`src/rtl/umul_seq_ctrl_pkg.sv`:
```
// Shared definitions for the unary-multiply sequencer: FSM encoding and window sizing.
package umul_seq_ctrl_pkg;

    localparam int unsigned BITWIDTH_DEF = 8;

    typedef enum logic [1:0] {
        ST_IDLE  = 2'd0,
        ST_CLEAR = 2'd1,
        ST_RUN   = 2'd2,
        ST_DONE  = 2'd3
    } state_e;

    // One full bitstream window covers every RNG value exactly once.
    function automatic int unsigned win_len(input int unsigned bw);
        return 32'd1 << bw;
    endfunction

endpackage

```
`src/rtl/umul_seq_ctrl_cntwithen.sv`:
```
// Window cycle counter with enable and synchronous clear; flags the all-ones count.
module umul_seq_ctrl_cntwithen #(
    parameter int unsigned WIDTH = 8
) (
    input  logic iClk,
    input  logic iRstN,
    input  logic iEn,
    input  logic iClr,
    output logic oFull
);

    logic [WIDTH-1:0] cnt_q;
    logic [WIDTH-1:0] cnt_d;

    // Clear has priority; the count wraps to zero naturally after all-ones.
    always_comb begin
        cnt_d = cnt_q;
        if (iClr) begin
            cnt_d = '0;
        end else if (iEn) begin
            cnt_d = cnt_q + WIDTH'(1);
        end
    end

    always_ff @(posedge iClk or negedge iRstN) begin
        if (!iRstN) begin
            cnt_q <= '0;
        end else begin
            cnt_q <= cnt_d;
        end
    end

    assign oFull = &cnt_q;

endmodule

```
`src/rtl/umul_seq_ctrl.sv`:
```
// Sequences one uMUL over a full 2^BITWIDTH window: clears the RNGs, steps them
// with temporal coding, counts product ones and hands the count back via valid/ready.
module umul_seq_ctrl
    import umul_seq_ctrl_pkg::*;
#(
    parameter int unsigned BITWIDTH = BITWIDTH_DEF
) (
    input  logic                iClk,
    input  logic                iRstN,
    input  logic                iValid,
    output logic                oReady,
    input  logic [BITWIDTH-1:0] iOpA,
    input  logic [BITWIDTH-1:0] iOpB,
    input  logic                iAbort,
    input  logic [BITWIDTH-1:0] iRandA,
    input  logic [BITWIDTH-1:0] iRandB,
    output logic                oRngEnA,
    output logic                oRngEnB,
    output logic                oRngClr,
    output logic                oValid,
    input  logic                iReady,
    output logic [BITWIDTH-1:0] oProd,
    output logic                oBusy
);

    localparam int unsigned WIN_LEN = win_len(BITWIDTH);
    localparam int unsigned CNT_W   = $clog2(WIN_LEN);

    state_e              state_q, state_d;
    logic [BITWIDTH-1:0] opa_q, opa_d;
    logic [BITWIDTH-1:0] opb_q, opb_d;
    logic [BITWIDTH-1:0] acc_q, acc_d;
    logic [BITWIDTH-1:0] prod_q, prod_d;
    logic                a_bit;
    logic                b_bit;
    logic                cnt_en;
    logic                cnt_clr;
    logic                cnt_last;

    assign a_bit = (opa_q > iRandA);
    assign b_bit = (opb_q > iRandB);

    umul_seq_ctrl_cntwithen #(
        .WIDTH (CNT_W)
    ) u_cntwithen (
        .iClk  (iClk),
        .iRstN (iRstN),
        .iEn   (cnt_en),
        .iClr  (cnt_clr),
        .oFull (cnt_last)
    );

    // Next state, operand capture, accumulation and result capture.
    always_comb begin
        state_d = state_q;
        opa_d   = opa_q;
        opb_d   = opb_q;
        acc_d   = acc_q;
        prod_d  = prod_q;
        cnt_en  = 1'b0;
        cnt_clr = 1'b0;
        case (state_q)
            ST_IDLE: begin
                if (iValid) begin
                    opa_d   = iOpA;
                    opb_d   = iOpB;
                    state_d = ST_CLEAR;
                end
            end
            ST_CLEAR: begin
                acc_d   = '0;
                cnt_clr = 1'b1;
                state_d = iAbort ? ST_IDLE : ST_RUN;
            end
            ST_RUN: begin
                if (iAbort) begin
                    acc_d   = '0;
                    cnt_clr = 1'b1;
                    state_d = ST_IDLE;
                end else begin
                    cnt_en = 1'b1;
                    acc_d  = acc_q + BITWIDTH'(a_bit & b_bit);
                    if (cnt_last) begin
                        prod_d  = acc_d;
                        state_d = ST_DONE;
                    end
                end
            end
            ST_DONE: begin
                if (iReady) begin
                    state_d = ST_IDLE;
                end
            end
            default: state_d = ST_IDLE;
        endcase
    end

    always_ff @(posedge iClk or negedge iRstN) begin
        if (!iRstN) begin
            state_q <= ST_IDLE;
            opa_q   <= '0;
            opb_q   <= '0;
            acc_q   <= '0;
            prod_q  <= '0;
        end else begin
            state_q <= state_d;
            opa_q   <= opa_d;
            opb_q   <= opb_d;
            acc_q   <= acc_d;
            prod_q  <= prod_d;
        end
    end

    // Enables drop in the abort cycle so the RNGs stop stepping at once.
    assign oReady  = (state_q == ST_IDLE);
    assign oRngClr = (state_q == ST_CLEAR);
    assign oValid  = (state_q == ST_DONE);
    assign oBusy   = (state_q == ST_CLEAR) || (state_q == ST_RUN);
    assign oRngEnA = (state_q == ST_RUN) && !iAbort;
    assign oRngEnB = (state_q == ST_RUN) && !iAbort && a_bit;
    assign oProd   = prod_q;

endmodule
```
`config.mk`:
```
export PLATFORM = sky130hd
export DESIGN_NAME = umul_seq_ctrl
export DESIGN_NICKNAME = d
export VERILOG_FILES = /design/src/rtl/umul_seq_ctrl_pkg.sv /design/src/rtl/umul_seq_ctrl_cntwithen.sv /design/src/rtl/umul_seq_ctrl.sv
export SDC_FILE = /design/constraint.sdc
export NUM_CORES = 1
export LEC_CHECK = 0
export ABC_CLOCK_PERIOD_IN_PS = 3550
export BUFFER_PORTS_ARGS = -buffer_cell sky130_fd_sc_hd__buf_2
export CORE_ASPECT_RATIO = 0.6
export CORE_MARGIN = 3
export CORE_UTILIZATION = 56
export CTS_BUF_LIST = sky130_fd_sc_hd__clkbuf_8
export DETAILED_ROUTE_END_ITERATION = 8
export GPL_TIMING_DRIVEN = 0
export PLACE_DENSITY_LB_ADDON = 0.08
export SYNTH_ARGS = -nofsm -noshare
export SYNTH_HDL_FRONTEND = slang
export SYNTH_HIERARCHICAL = 1
export SYNTH_SLANG_ARGS = --single-unit
```
`constraint.sdc`:
```
create_clock -name iClk -period 3.55 [get_ports iClk]
set_clock_uncertainty 0.1 [all_clocks]
set_input_delay 0.71 -clock iClk [delete_from_list [all_inputs] [get_ports iClk]]
set_output_delay 0.71 -clock iClk [all_outputs]
set_load 0.01 [all_outputs]
```
==> results of run 1 <==
-- critical path: stages --
cell       delay, ps
buf_2             80
inv_1             30
ha_1             320
nand4_1          160
a21oi_1          190
a2111oi_2         80
nor4_1           330
ha_1             260
ha_1             260
and3_4           240
and3_4           210
o21ai_2           50
a22o_1           210
-- logic make-up (layout without fill, tap and decap cells) --
group                    count (synthesis)  in the layout  share of synthesized area, %
AND/OR/NAND/NOR                         64             64                         14.52
multiplexers                            19             19                         9.110
flip-flops                              42             42                         45.02
AO/OA/AOI/OAI                           38             38                         10.18
buffers and inverters                   28             86                         5.091
XOR/XNOR                                10             10                         3.751
adder cells (fa/ha/maj)                 23             23                         12.33
-- layout make-up --
type	instances	area, um^2	area share [%]
Timing Repair Buffer	50	250.2	9.141
Sequential cell	42	1051	38.39
Clock inverter	3	25.02	0.9141
Clock buffer	5	68.82	2.514
Inverter	23	86.33	3.154
Tap cell	47	58.81	2.148
Multi-Input combinational cell	154	1165	42.55
Buffer	5	32.53	1.188
-- cell usage after synthesis, types with 2 or more instances --
cell type  number  area, um^2
mux2_2         18       202.7
nand2_1        15       56.30
and3_4          2       22.52
or3_1           3       18.77
buf_2           2       10.01
nor2_1         17       63.81
xnor2_1         6       52.55
nor2b_1         5       31.28
o21ai_0        15       75.07
nand3_1         8       40.04
nand4_1         7       43.79
o211ai_1        3       22.52
inv_1          22       82.58
ha_1           23       287.8
a21oi_1         9       45.04
o21ai_2         2       17.52
xor2_1          4       35.03
dfrtp_1        42        1051
nor3_1          3       15.01
a22o_1          3       26.28
-- how the worst min path moves through the flow --
stage	from	to	slack [ps]	cells after the start
floorplan	iRstN	acc_q[0]	310	0
global placement	oProd[7]	oProd[7]	360	2
detailed placement	oProd[5]	oProd[5]	370	2
CTS	oProd[5]	oProd[5]	390	2
global route	oProd[4]	oProd[4]	430	2
finish	oProd[4]	oProd[4]	390	2
-- per-layer routing --
metal / global-route usage [%] / share of wire (%) / vias up
li1: - / - / 894
met1: 30.26 / 48 / 801
met2: 29.91 / 43 / 62
met3: 5.178 / 8.0 / 9
met4: 4.459 / 0.80 / 0
met5: 0 / 0 / -
-- per-stage QoR --
step | setup WS, ps | instances
floorplan | 511.8 | 224
global placement | 225.4 | 321
detailed placement | 218.7 | 321
CTS | 519.8 | 329
global route | 371.4 | 329
finish | 516.3 | 329
-- flip-flops by register name (all words and copies together) (netlist names) --
signal             flops
acc_q                  8
oProd                  8
opa_q                  8
opb_q                  8
state_q                2
u_cntwithen/cnt_q      8
-- power breakdown --
part / leakage [nW] / switching, mW / internal, mW
Clock: 0.0447 / 0.180 / 0.142
Combinational: 0.785 / 0.335 / 0.315
Sequential: 0.548 / 0.0756 / 0.590
Total: 1.38 / 0.591 / 1.05
==> summary.md, run 1 <==
| Metric | Value |
|---|---|
| Setup crit end | `acc_q[6]` |
| Count of final max-slew check failures | `0` |
| Starting density of the core | `60.98%` |
| Cells after synthesis | `224` |
| Min-Delay Path Class | `reg2reg` |
| Worst slew margin | `38.98%` |
| RSZ-0062 raised after global routing | `false` |
| Placer congestion estimate | `between 0.8 and 0.9` |
| I/O Buffers | `50` |
| Leak Pwr | `approximately 1.4 nW` |
| Synth unique cells | `35` |
| # clock sinks | `42` |
| Layout Nets | `between 300 and 400` |
| Fin. Hold Viols | `0` |
| Post-CTS sizing | `0` |
| Post-CTS Setup Bufs | `0` |
| Syn Area/Cell | `between 10 and 15 um^2` |
| Worst Max-Slew Pin Slew | `915.2 ps` |
| Final setup viols | `0` |
| CTS root buffer | `clkbuf_8` |
| Sequential area share after synthesis | `45.02%` |
| Die width | `89.36 um` |
| Max FO, Critical Path | `4` |
| Vias in the first global route | `between 1,500 and 2,000` |
| First drt pass iteration count | `4` |
| Post-Syn Area | `between 0.002 and 0.0025 mm^2` |
| Share of layout cells above drive strength 1 | `31.56%` |
| Startpoint types | `primary input` |
| Setup Crit Path Kind | `in2reg` |
| Worst r2r src | `opa_q[7]` |
| Post-DRT Antenna Nets | `0` |
| Power per cell area | `598.3 mW/mm^2` |
| Reg2Reg Depth | `11` |
| Worst reg2reg setup slack | `640 ps` |
| Grt total ovfl | `0` |
| DRT Wirelength | `between 4000 and 5000 um` |
| Commonest non-fill, non-tap cell in the layout | `buf_2` |
| Power, Total | `~1.6 mW` |
| # hold bufs at CTS | `0` |
| First-pass GRT wire length | `between 7000 and 8000 um` |
| CTS Buffer Depth | `2` |
| Cell Rows | `17` |
| CTS buffer count | `5` |
| Clock slew at reported path FFs | `90 ps` |
| Placed Area | `0.002644 mm^2` |
| Crit. End Element | `flop` |
| Arr. time, crit path | `3140 ps` |
| DR vias | `1,766` |
| TritonCTS clock tree | `yes` |
| Antenna diodes | `0` |
| Maximum operating frequency | `approximately 330 MHz` |
| Synthesized Nets | `about 280` |
| Initial DRC Count | `69` |
| Vias per cell | `5.368` |
| Ys Warns | `6` |
| Setup TNS | `0 ps` |
| Avg WL per Cell | `approximately 14 um` |
| Area growth syn-to-layout | `17.26%` |
| Peak supply drop | `0.0004446 V` |
| Die H | `~56 um` |
| Outcome | `completed` |
| CP required | `3650 ps` |
| Asr flop ratio synth | `100.0%` |
| EDFF count, synth | `0` |
| Final HPWL from detailed placement | `about 3500 um` |
| Antenna violations before repair | `0` |
| DRC violations left | `0` |
| Post-layout util | `71.50%` |
| H-tree levels | `2` |
| Fin crit share | `85.46%` |
| Minimum hold slack | `just under 400 ps` |
| Fillers | `310` |
| Final Critical Period | `3034 ps` |
| Yosys reg bits | `42` |
| Max-cap violations | `0` |
| Commonest non-fill, non-tap cells in the layout | `52 x buf_2, 42 x dfrtp_1, 23 x ha_1` |
| Die ar. | `between 0.005 and 0.006 mm^2` |
| Primary FF master, synth | `dfrtp_1` |
| Total global-route track usage | `20.39%` |
| Crit path launch | `iRandA[7]` |
| Core region area | `approximately 0.0038 mm^2` |
| I/O pins | `51` |
| Design area | `0.002738 mm^2` |
| Worst-Skew Late Latency | `300 ps` |
| Pin count of the biggest net entering global routing | `43` |
| Capturing point of the worst reg2reg path | `acc_q[6]` |
Note: power is estimated with default switching activity, not from simulation.
==> run 2: changes to the inputs <==
--- a/config.mk
+++ b/config.mk
@@ -5,6 +5,7 @@
 export SDC_FILE = /design/constraint.sdc
 export NUM_CORES = 1
 export LEC_CHECK = 0
+export ABC_AREA = 1
 export ABC_CLOCK_PERIOD_IN_PS = 3550
 export BUFFER_PORTS_ARGS = -buffer_cell sky130_fd_sc_hd__buf_2
 export CORE_ASPECT_RATIO = 0.6
==> run 2 against run 1 <==
Total power grew 9.8%. Global-route usage grew 0.16 points. Core utilization grew 1.2 points. Via count grew 9.7%. Cell area grew 3.4%. Final cell count grew 18%. First-iteration DRC count grew 22%. Sequential share of layout area shrank 1.3 points. Area after synthesis grew 2.7%. Critical path type is now in2out.
==> summary.md, run 2 <==
| Metric | Value |
|---|---|
| Worst reg2reg setup slack | `1200 ps` |
| Critical-path cell list | `buf_2, inv_1, ha_1, nand2_1, nor2_1, nand2_1, nand2_1, nand2_1, nor2_1, buf_2` |
| Post-place setup slack | `749.8 ps` |
| Post-DRT Antenna Nets | `0` |
| Design area | `0.002830 mm^2` |
| Most frequent CP cell | `nand2_1` |
| Die width | `90.49 um` |
| Worst Max-Slew Pin Slew | `just over 900 ps` |
| Starting density of the core | `between 60% and 70%` |
| Vias in the first global route | `1,853` |
| Setup TNS | `0 ps` |
| Antenna diodes | `0` |
| Depth of the worst hold-timing path | `2` |
| Clock slew at reported path FFs | `about 80 ps` |
| Pin count of the biggest net entering global routing | `between 40 and 50` |
| Worst path slowest cell | `ha_1` |
| Commonest non-fill, non-tap cell in the layout | `nand2_1` |
| Setup WS post-layout | `982.7 ps` |
| Worst-Skew Late Latency | `300 ps` |
| Peak supply drop | `0.0004447 V` |
| DRT Wirelength | `approximately 4800 um` |
| Post-CTS Setup Bufs | `0` |
| Placed Area | `0.002720 mm^2` |
| Final setup viols | `0` |
| Ys Warns | `6` |
| CP max stage delay | `280 ps` |
| Top post-synthesis cells by area | `dfrtp_1 44%, ha_1 12%, nand2_1 9.7%` |
| Post-CTS sizing | `0` |
| Capturing point of the worst reg2reg path | `oProd[6]` |
| Die H | `56.70 um` |
| Fin crit share | `72.32%` |
| CTS buffer count | `5` |
| DR vias | `1,938` |
| Hold_sp | `oProd[5]` |
| CTS root buffer | `clkbuf_8` |
| Min-Delay Path Class | `reg2reg` |
| Outcome | `completed` |
| Die ar. | `between 0.005 and 0.006 mm^2` |
| DRC violations left | `0` |
| Max FO, Critical Path | `2` |
| Synthesized Nets | `roughly 330` |
| Power, Total | `1.799 mW` |
| Total global-route track usage | `20.55%` |
| Power per cell area | `635.6 mW/mm^2` |
| Share of layout cells above drive strength 1 | `25.00%` |
| Asr flop ratio synth | `between 90% and 100%` |
| Post-synth top area share | `43.82%` |
| First drt pass iteration count | `4` |
| Hold path endpoint | `oProd[5]` |
| Area growth syn-to-layout | `18.00%` |
| Max-cap violations | `0` |
| # hold bufs at CTS | `0` |
| CP required | `2740 ps` |
| RSZ-0062 raised after global routing | `false` |
| Initial DRC Count | `between 80 and 90` |
| Commonest non-fill, non-tap cells in the layout | `62 x nand2_1, 51 x buf_2, 45 x inv_1` |
| Vias per cell | `4.982` |
| H-tree levels | `2` |
| Grt total ovfl | `0` |
| Primary FF master, synth | `dfrtp_1` |
| TritonCTS clock tree | `yes` |
| Layout Nets | `approximately 390` |
| Worst slew margin | `39.57%` |
| Reg2Reg Depth | `13` |
| Cells after synthesis | `274` |
| Antenna violations before repair | `0` |
| Post-Syn Area | `0.002399 mm^2` |
| Yosys reg bits | `42` |
| Count of final max-slew check failures | `0` |
| Placer congestion estimate | `slightly below 0.8` |
| Leak Pwr | `1.579 nW` |
| CTS Buffer Depth | `2` |
| # clock sinks | `42` |
| Fillers | `around 310` |
| Final HPWL from detailed placement | `3696 um` |
| Final Critical Period | `2567 ps` |
| I/O pins | `51` |
| Most common cell in the synthesized netlist | `nand2_1` |
| Worst r2r src | `opa_q[7]` |
| Syn Area/Cell | `8.754 um^2` |
| Synth unique cells | `29` |
| Crit. End Element | `primary output` |
| First-pass GRT wire length | `~8400 um` |
| Cell Rows | `17` |
| I/O Buffers | `50` |
| Core region area | `about 0.004 mm^2` |
| Fin. Hold Viols | `0` |
| Top cells by count, synth | `62 x nand2_1, 44 x inv_1, 42 x dfrtp_1` |
| Avg WL per Cell | `12.23 um` |
| Setup Crit Path Kind | `in2out` |
| Sequential area share after synthesis | `43.82%` |
| Maximum operating frequency | `389.5 MHz` |
| Arr. time, crit path | `1760 ps` |
| Area leader, netlist | `dfrtp_1` |
| Startpoint types | `primary input` |
| EDFF count, synth | `0` |
[run 2: cell count changes after synthesis, moves of 4 or more]
cell     delta
mux2_4      +6
nand2_1    +47
o21ai_1     +4
nor2_2      +4
inv_1      +22
nor2b_1     -5
nor2_1      +4
xnor2_1     -5
o21ai_0     -4
a21oi_1     +4
mux2_2     -10
[run 2: stage by stage]
step | cells | utilization (%) | hold slack, ps
floorplan | 274 | - | 314.4
global placement | 381 | 69.88 | 360.1
detailed placement | 381 | 69.88 | 360.4
CTS | 389 | 72.71 | 383.3
global route | 389 | 72.71 | 419.9
finish | 389 | 72.71 | 378.0
[run 2: logic make-up after synthesis]
family,count (synthesis),share of synthesized area (%)
compound gates,34,7.616
xor+xnor,4,1.461
simple gates,109,19.72
flops,42,43.82
buf+inv,48,7.877
mux,14,7.512
fa+ha+maj,23,12.00
[run 2: worst max path at each step]
stage | start | to | slack (ps) | cells past startpoint
after floorplan | iRandA[7] | acc_q[6] | 1110 | 14
after global placement | iRandA[7] | acc_q[6] | 810 | 15
after detailed placement | iRandA[7] | oProd[6] | 750 | 15
after CTS | iRandA[7] | oRngEnB | 970 | 10
after global routing | iRandA[3] | oRngEnB | 870 | 12
final | iRandA[7] | oRngEnB | 980 | 10
[run 2: critical path, delay by kind of cell]
kind / cells / cell delay (ps)
buffers and inverters: 3 / 250
and+or+nand+nor: 6 / 520
adders and majority gates: 1 / 280
[run 2: area by class of cell]
class	instances	area [um^2]	area share [%]
plain buffers	2	16.27	0.5747
clock buffers	5	68.82	2.431
clock inverters	3	41.29	1.459
inverters	46	172.7	6.101
multi-input cells	184	1159	40.94
flip-flops and latches	42	1051	37.14
well taps	57	71.32	2.520
repair buffers	50	250.2	8.842
[run 2: report_power, final]
group / switching (mW) / leakage (nW) / internal [mW]
sequential: 0.0786 / 0.544 / 0.599
clock: 0.169 / 0.0556 / 0.207
combinational: 0.416 / 0.980 / 0.329
total: 0.664 / 1.58 / 1.14
[run 2: metal layers]
metal | share of wire (%) | GRT usage [%] | vias up
li1 | - | - | 994
met1 | 49 | 29.02 | 877
met2 | 44 | 31.30 | 61
met3 | 6.5 | 5.221 | 6
met4 | 1.1 | 5.882 | 0
met5 | 0 | 0 | -
